$ cat src/rtl/display_pkg.sv
// Shared state encoding and default sizing for the system-memory port arbiter.
package display_pkg;

  localparam int ADDR_W_C        = 7;
  localparam int DATA_W_C        = 8;
  localparam int LINE_WORDS_C    = 100;
  localparam int MAX_HOST_WAIT_C = 16;

  typedef enum logic [2:0] {
    ST_IDLE,
    ST_DISP,
    ST_HOST,
    ST_HOST_INS,
    ST_DRAIN
  } arb_state_t;

endpackage

$ cat src/rtl/arb_sat_counter.sv
// Saturating up-counter with synchronous clear; clear wins over increment.
module arb_sat_counter #(
  parameter int WIDTH = 5,
  parameter int MAX   = 16
) (
  input  logic             clk_i,
  input  logic             rst_i,
  input  logic             inc_i,
  input  logic             clr_i,
  output logic [WIDTH-1:0] cnt_o
);

  logic [WIDTH-1:0] cnt_q, cnt_d;

  always_comb begin
    cnt_d = cnt_q;
    if (clr_i) begin
      cnt_d = '0;
    end else if (inc_i && (cnt_q != WIDTH'(MAX))) begin
      cnt_d = cnt_q + 1'b1;
    end
  end

  always_ff @(posedge clk_i or posedge rst_i) begin
    if (rst_i) begin
      cnt_q <= '0;
    end else begin
      cnt_q <= cnt_d;
    end
  end

  assign cnt_o = cnt_q;

endmodule

$ cat src/rtl/sysmem_port_arbiter.sv
// Shares the system-memory port between display refill bursts (priority) and host single-word access.
// ARB_PERF_CNT_EN adds saturating burst/preempt counters; otherwise the perf outputs are tied to 0.
module sysmem_port_arbiter
  import display_pkg::*;
#(
  parameter int ADDR_W        = ADDR_W_C,
  parameter int DATA_W        = DATA_W_C,
  parameter int LINE_WORDS    = LINE_WORDS_C,
  parameter int MAX_HOST_WAIT = MAX_HOST_WAIT_C
) (
  input  logic              clk_i,
  input  logic              rst_i,
  input  logic              disp_req_i,
  input  logic [ADDR_W-1:0] disp_base_i,
  output logic              disp_gnt_o,
  output logic              disp_rvalid_o,
  output logic [DATA_W-1:0] disp_rdata_o,
  output logic              disp_done_o,
  input  logic              host_req_i,
  input  logic              host_we_i,
  input  logic [ADDR_W-1:0] host_addr_i,
  input  logic [DATA_W-1:0] host_wdata_i,
  output logic              host_ack_o,
  output logic [DATA_W-1:0] host_rdata_o,
  output logic              sm_re_o,
  output logic              sm_we_o,
  output logic [ADDR_W-1:0] sm_addr_o,
  output logic [DATA_W-1:0] sm_wdata_o,
  input  logic [DATA_W-1:0] sm_rdata_i,
  output logic [15:0]       perf_bursts_o,
  output logic [15:0]       perf_preempts_o
);

  localparam int CNT_W  = $clog2(LINE_WORDS + 1);
  localparam int WAIT_W = $clog2(MAX_HOST_WAIT + 1);

  arb_state_t        state_q, state_d;
  logic [CNT_W-1:0]  cnt_q, cnt_d;
  logic [ADDR_W-1:0] base_q, base_d;
  logic              sm_re_q, sm_re_d, sm_we_q, sm_we_d;
  logic [ADDR_W-1:0] sm_addr_q, sm_addr_d;
  logic [DATA_W-1:0] sm_wdata_q, sm_wdata_d;
  logic              disp_gnt_q, disp_gnt_d;
  logic              disp_rvalid_q, disp_rvalid_d;
  logic              disp_done_q, disp_done_d;
  logic              host_ack_q, host_ack_d;
  logic              host_rd_q, host_rd_d;

  logic              host_slot, host_pend, host_wins;
  logic              go_disp_new, go_disp_next, go_host;
  logic [WAIT_W-1:0] wait_cnt;

  // A request still visible in its own ack cycle is the one just served.
  assign host_slot = (state_q == ST_HOST) || (state_q == ST_HOST_INS);
  assign host_pend = host_req_i && !host_ack_q && !host_slot;
  assign host_wins = host_pend && (wait_cnt == WAIT_W'(MAX_HOST_WAIT));

  arb_sat_counter #(.WIDTH(WAIT_W), .MAX(MAX_HOST_WAIT)) u_wait_cnt (
    .clk_i (clk_i),
    .rst_i (rst_i),
    .inc_i (host_pend),
    .clr_i (host_slot),
    .cnt_o (wait_cnt)
  );

  always_comb begin
    state_d       = state_q;
    cnt_d         = cnt_q;
    base_d        = base_q;
    sm_re_d       = 1'b0;
    sm_we_d       = 1'b0;
    sm_addr_d     = sm_addr_q;
    sm_wdata_d    = sm_wdata_q;
    disp_rvalid_d = (state_q == ST_DISP);
    disp_done_d   = 1'b0;
    host_ack_d    = host_slot;
    host_rd_d     = host_slot && sm_re_q;
    go_disp_new   = 1'b0;
    go_disp_next  = 1'b0;
    go_host       = 1'b0;

    // The state register names the access on the port this cycle; the
    // output registers are loaded with the access chosen for the next one.
    case (state_q)
      ST_IDLE: begin
        if (disp_req_i && !host_wins) begin
          state_d     = ST_DISP;
          go_disp_new = 1'b1;
        end else if (host_pend) begin
          state_d = ST_HOST;
          go_host = 1'b1;
        end
      end
      ST_DISP: begin
        if (cnt_q == CNT_W'(LINE_WORDS)) begin
          state_d     = ST_DRAIN;
          disp_done_d = 1'b1;
        end else if (host_wins) begin
          state_d = ST_HOST_INS;
          go_host = 1'b1;
        end else begin
          go_disp_next = 1'b1;
        end
      end
      ST_HOST_INS: begin
        state_d      = ST_DISP;
        go_disp_next = 1'b1;
      end
      ST_HOST: begin
        if (disp_req_i) begin
          state_d     = ST_DISP;
          go_disp_new = 1'b1;
        end else begin
          state_d = ST_IDLE;
        end
      end
      ST_DRAIN: begin
        if (host_pend) begin
          state_d = ST_HOST;
          go_host = 1'b1;
        end else begin
          state_d = ST_IDLE;
        end
      end
      default: state_d = ST_IDLE;
    endcase

    // cnt holds the index of the next display word to issue.
    if (go_disp_new) begin
      base_d    = disp_base_i;
      cnt_d     = CNT_W'(1);
      sm_re_d   = 1'b1;
      sm_addr_d = disp_base_i;
    end
    if (go_disp_next) begin
      cnt_d     = cnt_q + 1'b1;
      sm_re_d   = 1'b1;
      sm_addr_d = base_q + ADDR_W'(cnt_q);
    end
    if (go_host) begin
      sm_re_d    = !host_we_i;
      sm_we_d    = host_we_i;
      sm_addr_d  = host_addr_i;
      sm_wdata_d = host_wdata_i;
    end

    disp_gnt_d = (state_d == ST_DISP) || (state_d == ST_HOST_INS) || (state_d == ST_DRAIN);
  end

  always_ff @(posedge clk_i or posedge rst_i) begin
    if (rst_i) begin
      state_q       <= ST_IDLE;
      cnt_q         <= '0;
      base_q        <= '0;
      sm_re_q       <= 1'b0;
      sm_we_q       <= 1'b0;
      sm_addr_q     <= '0;
      sm_wdata_q    <= '0;
      disp_gnt_q    <= 1'b0;
      disp_rvalid_q <= 1'b0;
      disp_done_q   <= 1'b0;
      host_ack_q    <= 1'b0;
      host_rd_q     <= 1'b0;
    end else begin
      state_q       <= state_d;
      cnt_q         <= cnt_d;
      base_q        <= base_d;
      sm_re_q       <= sm_re_d;
      sm_we_q       <= sm_we_d;
      sm_addr_q     <= sm_addr_d;
      sm_wdata_q    <= sm_wdata_d;
      disp_gnt_q    <= disp_gnt_d;
      disp_rvalid_q <= disp_rvalid_d;
      disp_done_q   <= disp_done_d;
      host_ack_q    <= host_ack_d;
      host_rd_q     <= host_rd_d;
    end
  end

  assign sm_re_o       = sm_re_q;
  assign sm_we_o       = sm_we_q;
  assign sm_addr_o     = sm_addr_q;
  assign sm_wdata_o    = sm_wdata_q;
  assign disp_gnt_o    = disp_gnt_q;
  assign disp_rvalid_o = disp_rvalid_q;
  assign disp_done_o   = disp_done_q;
  assign host_ack_o    = host_ack_q;
  // Memory read data is already registered; steer it to whichever requester owns it.
  assign disp_rdata_o  = disp_rvalid_q ? sm_rdata_i : '0;
  assign host_rdata_o  = (host_ack_q && host_rd_q) ? sm_rdata_i : '0;

`ifdef ARB_PERF_CNT_EN
  arb_sat_counter #(.WIDTH(16), .MAX(65535)) u_perf_bursts (
    .clk_i (clk_i),
    .rst_i (rst_i),
    .inc_i (disp_done_q),
    .clr_i (1'b0),
    .cnt_o (perf_bursts_o)
  );

  arb_sat_counter #(.WIDTH(16), .MAX(65535)) u_perf_preempts (
    .clk_i (clk_i),
    .rst_i (rst_i),
    .inc_i (state_q == ST_HOST_INS),
    .clr_i (1'b0),
    .cnt_o (perf_preempts_o)
  );
`else
  assign perf_bursts_o   = '0;
  assign perf_preempts_o = '0;
`endif

  a_strobes_exclusive: assert property (@(posedge clk_i) disable iff (rst_i) !(sm_re_q && sm_we_q));
  a_disp_req_held: assert property (@(posedge clk_i) disable iff (rst_i)
    ((state_q == ST_DISP) || (state_q == ST_HOST_INS)) |-> disp_req_i);

endmodule
$ cat config.mk
export PLATFORM = sky130hd
export DESIGN_NAME = sysmem_port_arbiter
export DESIGN_NICKNAME = d
export VERILOG_FILES = /design/src/rtl/display_pkg.sv /design/src/rtl/arb_sat_counter.sv /design/src/rtl/sysmem_port_arbiter.sv
export SDC_FILE = /design/constraint.sdc
export NUM_CORES = 1
export LEC_CHECK = 0
export ABC_AREA = 1
export CAP_MARGIN = 0
export CORE_AREA = 2 2 86 88
export CTS_CLUSTER_DIAMETER = 120
export CTS_CLUSTER_SIZE = 40
export DETAILED_ROUTE_END_ITERATION = 10
export DIE_AREA = 0 0 88 90
export PLACE_DENSITY = 0.77
export SETUP_SLACK_MARGIN = 0.1
export SYNTH_ARGS = -nofsm -noshare
export SYNTH_HDL_FRONTEND = slang
export SYNTH_SLANG_ARGS = --single-unit
$ cat constraint.sdc
create_clock -name clk_i -period 1.6 [get_ports clk_i]
set_input_delay 0.16 -clock clk_i [delete_from_list [all_inputs] [get_ports clk_i]]
set_output_delay 0.16 -clock clk_i [all_outputs]
set_load 0.05 [all_outputs]
==> results_dict.tcl, run 1 <==
set metrics [dict create \
    status "finished with violations" \
    violations "negative setup slack" \
    antenna_found_initial 0 \
    htreeDepth 2 \
    routed_wl_um 7590 \
    grt.total_usage 0.189 \
    cts_buffer_depth 2 \
    arrival_ps 1930 \
    fmax_mhz 574 \
    r2r_cells 9 \
    post_layout_nonfiller_instances 582 \
    antenna_cells 0 \
    worst_slack_ps -143 \
    wl_per_cell_um 13.0 \
    via_per_inst 4.63 \
    clkLatencyLatePin_ps 300 \
    end_kind "register" \
    drv_slew 0 \
    powerDensity_nw_per_um2 1870 \
    vias 2695 \
    grt_max_degree 24 \
    ys_ff_latch 44 \
    hpwl_um 5310 \
    finalHoldViolCount 0 \
    period_share 1.09 \
    ioPinCount 104 \
    multi_input_area_um2 1720 \
    finalSetupViolCount 19 \
    dr.pass1.iters 4 \
    avgSynthCellArea_um2 7.70 \
    drc 0 \
    nFillCells 569 \
    crit_buf_inv 3 \
    grt_pass1_vias 2660 \
    crit_slowest_cell "fa_2" \
    gp_congestion 0.884 \
    synth-adder-area-share 0.0518 \
    path_cells "ha_2 -> inv_2 -> fa_2 -> buf_4 -> buf_4 -> xor2_1 -> nand2_1 -> nand3_2 -> nand3_2" \
    ir_drop_v 0.00173 \
    p_leak_nw 2.27 \
    final_area_um2 4460 \
    r2r_setup_slack_ps -140 \
    regArea_um2 1100 \
    hold_path.class "in2async" \
    ys_seq_area_frac 0.393 \
    slowest_delay_ps 390 \
    fin_util 0.636 \
    final_nets 528 \
    dpl-instance-area_um2 3840 \
    overflow 0 \
    synthSimpleGateAreaFrac 0.301 \
    die_height_um 90 \
    numCtsBuffers 5 \
    rsz0062_at_grt "true" \
    synth_xor_area_frac 0.0250 \
    dp_cells 551 \
    synth_top_family_by_area "simple AND/OR/NAND/NOR gates" \
    clock_sinks 44 \
    row_count 31 \
    crit_path_max_fanout 2 \
    dieArea_um2 7920 \
    first_iter_violations 93 \
    synth-compound-area-share 0.0473 \
    initial_core_util 0.399 \
    cts_tree "yes" \
    r2r-end "sm_addr_o[2]$_DFFE_PP0P_" \
    synth.cell_area_um2 2800 \
    io_buffers 71 \
    synth_cell_types 36 \
    synthFlopType "dfrtp_1" \
    final_layout_size_suffix_gt1_frac 0.375 \
    yosysWarnings 0 \
    synthMuxAreaShare 0 \
    critPathKind "reg2reg" \
    postSynthCellCount 364 \
    period_minus_slack_ps 1740 \
    path_delay_family "adder cells" \
    worst_ep_required_time_ps 1790 \
    maxCapViolations 0 \
    fin_skew_ps 4.12 \
    drtAntennaViolNets 0 \
    core_region_area_um2 7020 \
    rr_startpoint "base_q[0]$_DFFE_PP0P_" \
    grt_pass1_wl_um 12000 \
    start_kind "register" \
    path_clk_slew_ps 90 \
    areaGrowthSynthToFinish_pct 59.1 \
    root_buffer "clkbuf_8" \
    dp_slack_ps -90.5 \
    die_w_um 88 \
    async_flop_share 1.00 \
    synth_edf_count 0 \
]
## logic make-up (layout without fill, tap and decap cells)
| logic type | count (synthesis) | after routing |
|---|---|---|
| simple gates | 180 | 183 |
| xor+xnor | 8 | 8 |
| other cells | 1 | 32 |
| flops | 44 | 44 |
| compound gates | 25 | 25 |
| buf+inv | 95 | 180 |
| fa+ha+maj | 11 | 11 |
## sequential cells by signal (all words and copies together) (netlist names)
register / cells
sm_wdata_o: 8
base_q: 7
cnt_q: 7
sm_addr_o: 7
u_wait_cnt.cnt_o: 5
state_q: 3
disp_done_o: 1
disp_gnt_o: 1
disp_rvalid_o: 1
host_ack_o: 1
host_rd_q: 1
sm_re_o: 1
sm_we_o: 1
## repair_timing
action                     CTS  global route
pin swaps                   16             9
hold buffers                 0             0
cloned                       5             0
resized for setup           44            42
setup endpoints to repair   28            38
buffers inserted            10            10
## where the power goes
| group | total [W] | switching (W) | internal [W] |
|---|---|---|---|
| registers | 0.00197 | 0.000394 | 0.00158 |
| clock network | 0.000746 | 0.000395 | 0.000351 |
| logic | 0.00561 | 0.00336 | 0.00225 |
## per-stage QoR
stage                     TNS, ps  hold slack [ps]  power, W
final                       -1070              220   0.00833
after global routing        -2930              243   0.00888
after CTS                    -122              229   0.00775
after detailed placement     -774              464   0.00650
after global placement       -187              460   0.00634
after floorplan                 0              270   0.00502
## cells in the final DEF (no fill, tap or decap), types with 7 or more instances in the layout
| cell type | n |
|---|---|
| o21ai_2 | 7 |
| nor2_4 | 14 |
| nand2_4 | 7 |
| nor2_1 | 15 |
| nand3_2 | 8 |
| clkdlybuf4s50_1 | 34 |
| nand3_1 | 11 |
| buf_4 | 53 |
| buf_12 | 18 |
| inv_1 | 45 |
| nand2_1 | 87 |
| conb_1 | 32 |
| inv_2 | 11 |
| dfrtp_1 | 41 |
| nor2_2 | 7 |
| buf_6 | 8 |
| nand2_2 | 16 |
## metal layers
layer	wire length (um)	up-vias	track usage
met3	581	21	0.0413
met4	207	0	0.0667
met1	2900	1254	0.223
met2	3900	128	0.331
li1	-	1292	-
met5	0	-	0
## worst register-to-register path: stages, from the launching register on
cell	delay, ps
dfrtp_1	370
ha_2	190
inv_2	40
fa_2	390
buf_4	140
buf_4	120
xor2_1	130
nand2_1	90
nand3_2	80
nand3_2	70
## cells in the mapped netlist, types with 3 or more instances
library cell,count,area [um^2]
inv_1,54,203
nand2_2,5,31.3
nand3_2,4,40.0
nor2_2,5,31.3
ha_1,10,125
buf_4,32,240
nand2_1,105,394
nand3_1,18,90.1
a21oi_1,5,25.0
nor2_1,29,109
inv_2,3,11.3
dfrtp_1,44,1100
nor3_1,3,15.0
xor2_1,6,52.6
o21ai_1,5,25.0
o21ai_0,11,55.1
## cell type report
class | instances | share of cell area
Sequential cell | 44 | 0.248
Clock inverter | 1 | 0.00168
Tap cell | 99 | 0.0278
Inverter | 58 | 0.0505
Timing Repair Buffer | 113 | 0.266
Clock buffer | 7 | 0.0193
Timing Repair inverter | 1 | 0.00140
Multi-Input combinational cell | 259 | 0.385
## worst max path at each step
stage	startpoint	cells after the start	slack, ps	endpoint
2_1_floorplan	cnt_q[0]$_DFFE_PP0P_	13	20	sm_addr_o[6]$_DFFE_PP0P_
3_3_place_gp	host_req_i	10	-50	sm_addr_o[6]$_DFFE_PP0P_
3_5_place_dp	cnt_q[0]$_DFFE_PP0P_	13	-90	sm_addr_o[6]$_DFFE_PP0P_
4_1_cts	cnt_q[0]$_DFFE_PP0P_	13	-50	sm_addr_o[6]$_DFFE_PP0P_
5_1_grt	cnt_q[0]$_DFFE_PP0P_	14	-210	sm_addr_o[6]$_DFFE_PP0P_
6_report	base_q[0]$_DFFE_PP0P_	9	-140	sm_addr_o[2]$_DFFE_PP0P_
No activity file was read; power rests on OpenSTA's default activity.
==> run 2, diff against run 1 <==
==> constraint.sdc (replaced) <==
create_clock -name clk_i -period 1.6 [get_ports clk_i]
set_input_delay 0.48 -clock clk_i [delete_from_list [all_inputs] [get_ports clk_i]]
set_output_delay 0.48 -clock clk_i [all_outputs]
set_load 0.05 [all_outputs]
==> results_dict.tcl, run 2 (synthesis gave the netlist of run 1 again) <==
set metrics [dict create \
    routed_wl_um 7460 \
    rsz0062_at_grt "true" \
    period_minus_slack_ps 1760 \
    hpwl_um 5480 \
    grt_pass1_vias 2585 \
    drv_slew 0 \
    status "finished with violations" \
    dr.pass1.iters 4 \
    ir_drop_v 0.00128 \
    combinationalPowerShare 0.665 \
    period_share 1.10 \
    path_clk_slew_ps 90 \
    antenna_found_initial 0 \
    p_clk_frac 0.106 \
    post_layout_nonfiller_instances 577 \
    critPathKind "reg2reg" \
    finalSetupViolCount 41 \
    p_leak_nw 2.31 \
    hold_path.class "in2async" \
    clkLatencyLatePin_ps 300 \
    first_iter_violations 97 \
    row_count 31 \
    numCtsBuffers 5 \
    dp_cells 555 \
    layout_commonest_cell "nand2_1" \
    arrival_ps 1960 \
    crit_path_max_fanout 2 \
    die_w_um 88 \
    hold_ws_ps 482 \
    worst_ep_required_time_ps 1800 \
    fmax_mhz 570 \
    nFillCells 523 \
    p_int_w 0.00475 \
    areaGrowthSynthToFinish_pct 67.7 \
    grt_pass1_wl_um 11800 \
    r2r_cells 13 \
    cts_buffer_depth 2 \
    violations "negative setup slack" \
    overflow 0 \
    grt_max_degree 24 \
    p_sw_frac 0.467 \
    drtAntennaViolNets 0 \
    via_per_inst 4.55 \
    dieArea_um2 7920 \
    antenna_cells 0 \
    maxCapViolations 0 \
    htreeDepth 2 \
    wl_per_cell_um 12.9 \
    mostFrequentLayoutCells "nand2_1 (90), dfrtp_1 (41), buf_12 (40), inv_1 (35), conb_1 (32)" \
    core_region_area_um2 7020 \
    start_kind "register" \
    powerDensity_nw_per_um2 1890 \
    fin_skew_ps 9.12 \
    hold_buffers 0 \
    initial_core_util 0.399 \
    die_height_um 90 \
    root_buffer "clkbuf_8" \
    vias 2627 \
    final_layout_size_suffix_gt1_frac 0.370 \
    power.net_switching_w 0.00416 \
    dp_slack_ps -346 \
    largest_reg_flops 8 \
    clock_sinks 44 \
    cts_tree "yes" \
    worst_slack_ps -156 \
    gp_congestion 0.831 \
    final_nets 523 \
    io_buffers 71 \
    ioPinCount 104 \
    p_seq_frac 0.229 \
    finalHoldViolCount 0 \
    drc 0 \
    grt.total_usage 0.186 \
    end_kind "register" \
]
[run 2: path summary, 6_finish.rpt]
check | start | endpoint | slack, ps
max | cnt_q[0]$_DFFE_PP0P_ | sm_addr_o[6]$_DFFE_PP0P_ | -160
min | rst_i | base_q[4]$_DFFE_PP0P_ | 480
max reg2reg | cnt_q[0]$_DFFE_PP0P_ | sm_addr_o[6]$_DFFE_PP0P_ | -160
min reg2reg | base_q[2]$_DFFE_PP0P_ | base_q[2]$_DFFE_PP0P_ | 500
max in group asynchronous | rst_i | base_q[6]$_DFFE_PP0P_ | 720
min in group clk_i | base_q[2]$_DFFE_PP0P_ | base_q[2]$_DFFE_PP0P_ | 500
[run 2: power groups by stage]
stage | sequential, W | combinational (W) | clock, W
CTS | 0.00203 | 0.00558 | 0.000946
global placement | 0.00205 | 0.00502 | 0
global route | 0.00210 | 0.00634 | 0.000995
floorplan | 0.00263 | 0.00248 | 0
finish | 0.00204 | 0.00593 | 0.000942
detailed placement | 0.00206 | 0.00518 | 0
[run 2: per-layer routing]
layer,track usage,part of all wire
met2,0.338,0.55
met5,0,0
met1,0.215,0.37
met3,0.0395,0.065
met4,0.0513,0.012
[run 2: area by class of cell]
| cell class | count | area [um^2] | share of cell area |
|---|---|---|---|
| clock buffers | 7 | 96.3 | 0.0205 |
| inverters | 58 | 264 | 0.0561 |
| multi-input cells | 256 | 1620 | 0.345 |
| flip-flops and latches | 44 | 1100 | 0.235 |
| repair inverters | 1 | 8.76 | 0.00186 |
| well taps | 99 | 124 | 0.0263 |
| clock inverters | 1 | 30.0 | 0.00639 |
| repair buffers | 111 | 1450 | 0.309 |
[run 2: timing repair]
item / CTS / global route
setup endpoints to repair: 52 / 52
buffers inserted: 9 / 3
cloned: 0 / 2
pin swaps: 13 / 8
gates resized for setup: 52 / 28
[run 2: metrics by stage]
| stage | area (um^2) | power [W] | TNS (ps) | utilization |
|---|---|---|---|---|
| final | 4700 | 0.00890 | -2460 | 0.670 |
| after global routing | 4700 | 0.00943 | -5350 | 0.670 |
| after CTS | 4560 | 0.00855 | -2030 | 0.650 |
| after detailed placement | 4230 | 0.00724 | -13510 | 0.602 |
| after global placement | 4230 | 0.00707 | -12240 | 0.602 |
| after floorplan | 3080 | 0.00511 | 0 | - |
[run 2: worst max-delay path, stage by stage, from the launching register on]
cell and delay, ps:
dfrtp_1 390, ha_2 200, inv_2 40, fa_2 360
inv_2 60, nand2_2 40, nand2_2 90, nand3_2 80
nand3b_1 90, nand2_1 60, nand2_1 50, nand3_1 70
nand2_1 80, nand2_1 50
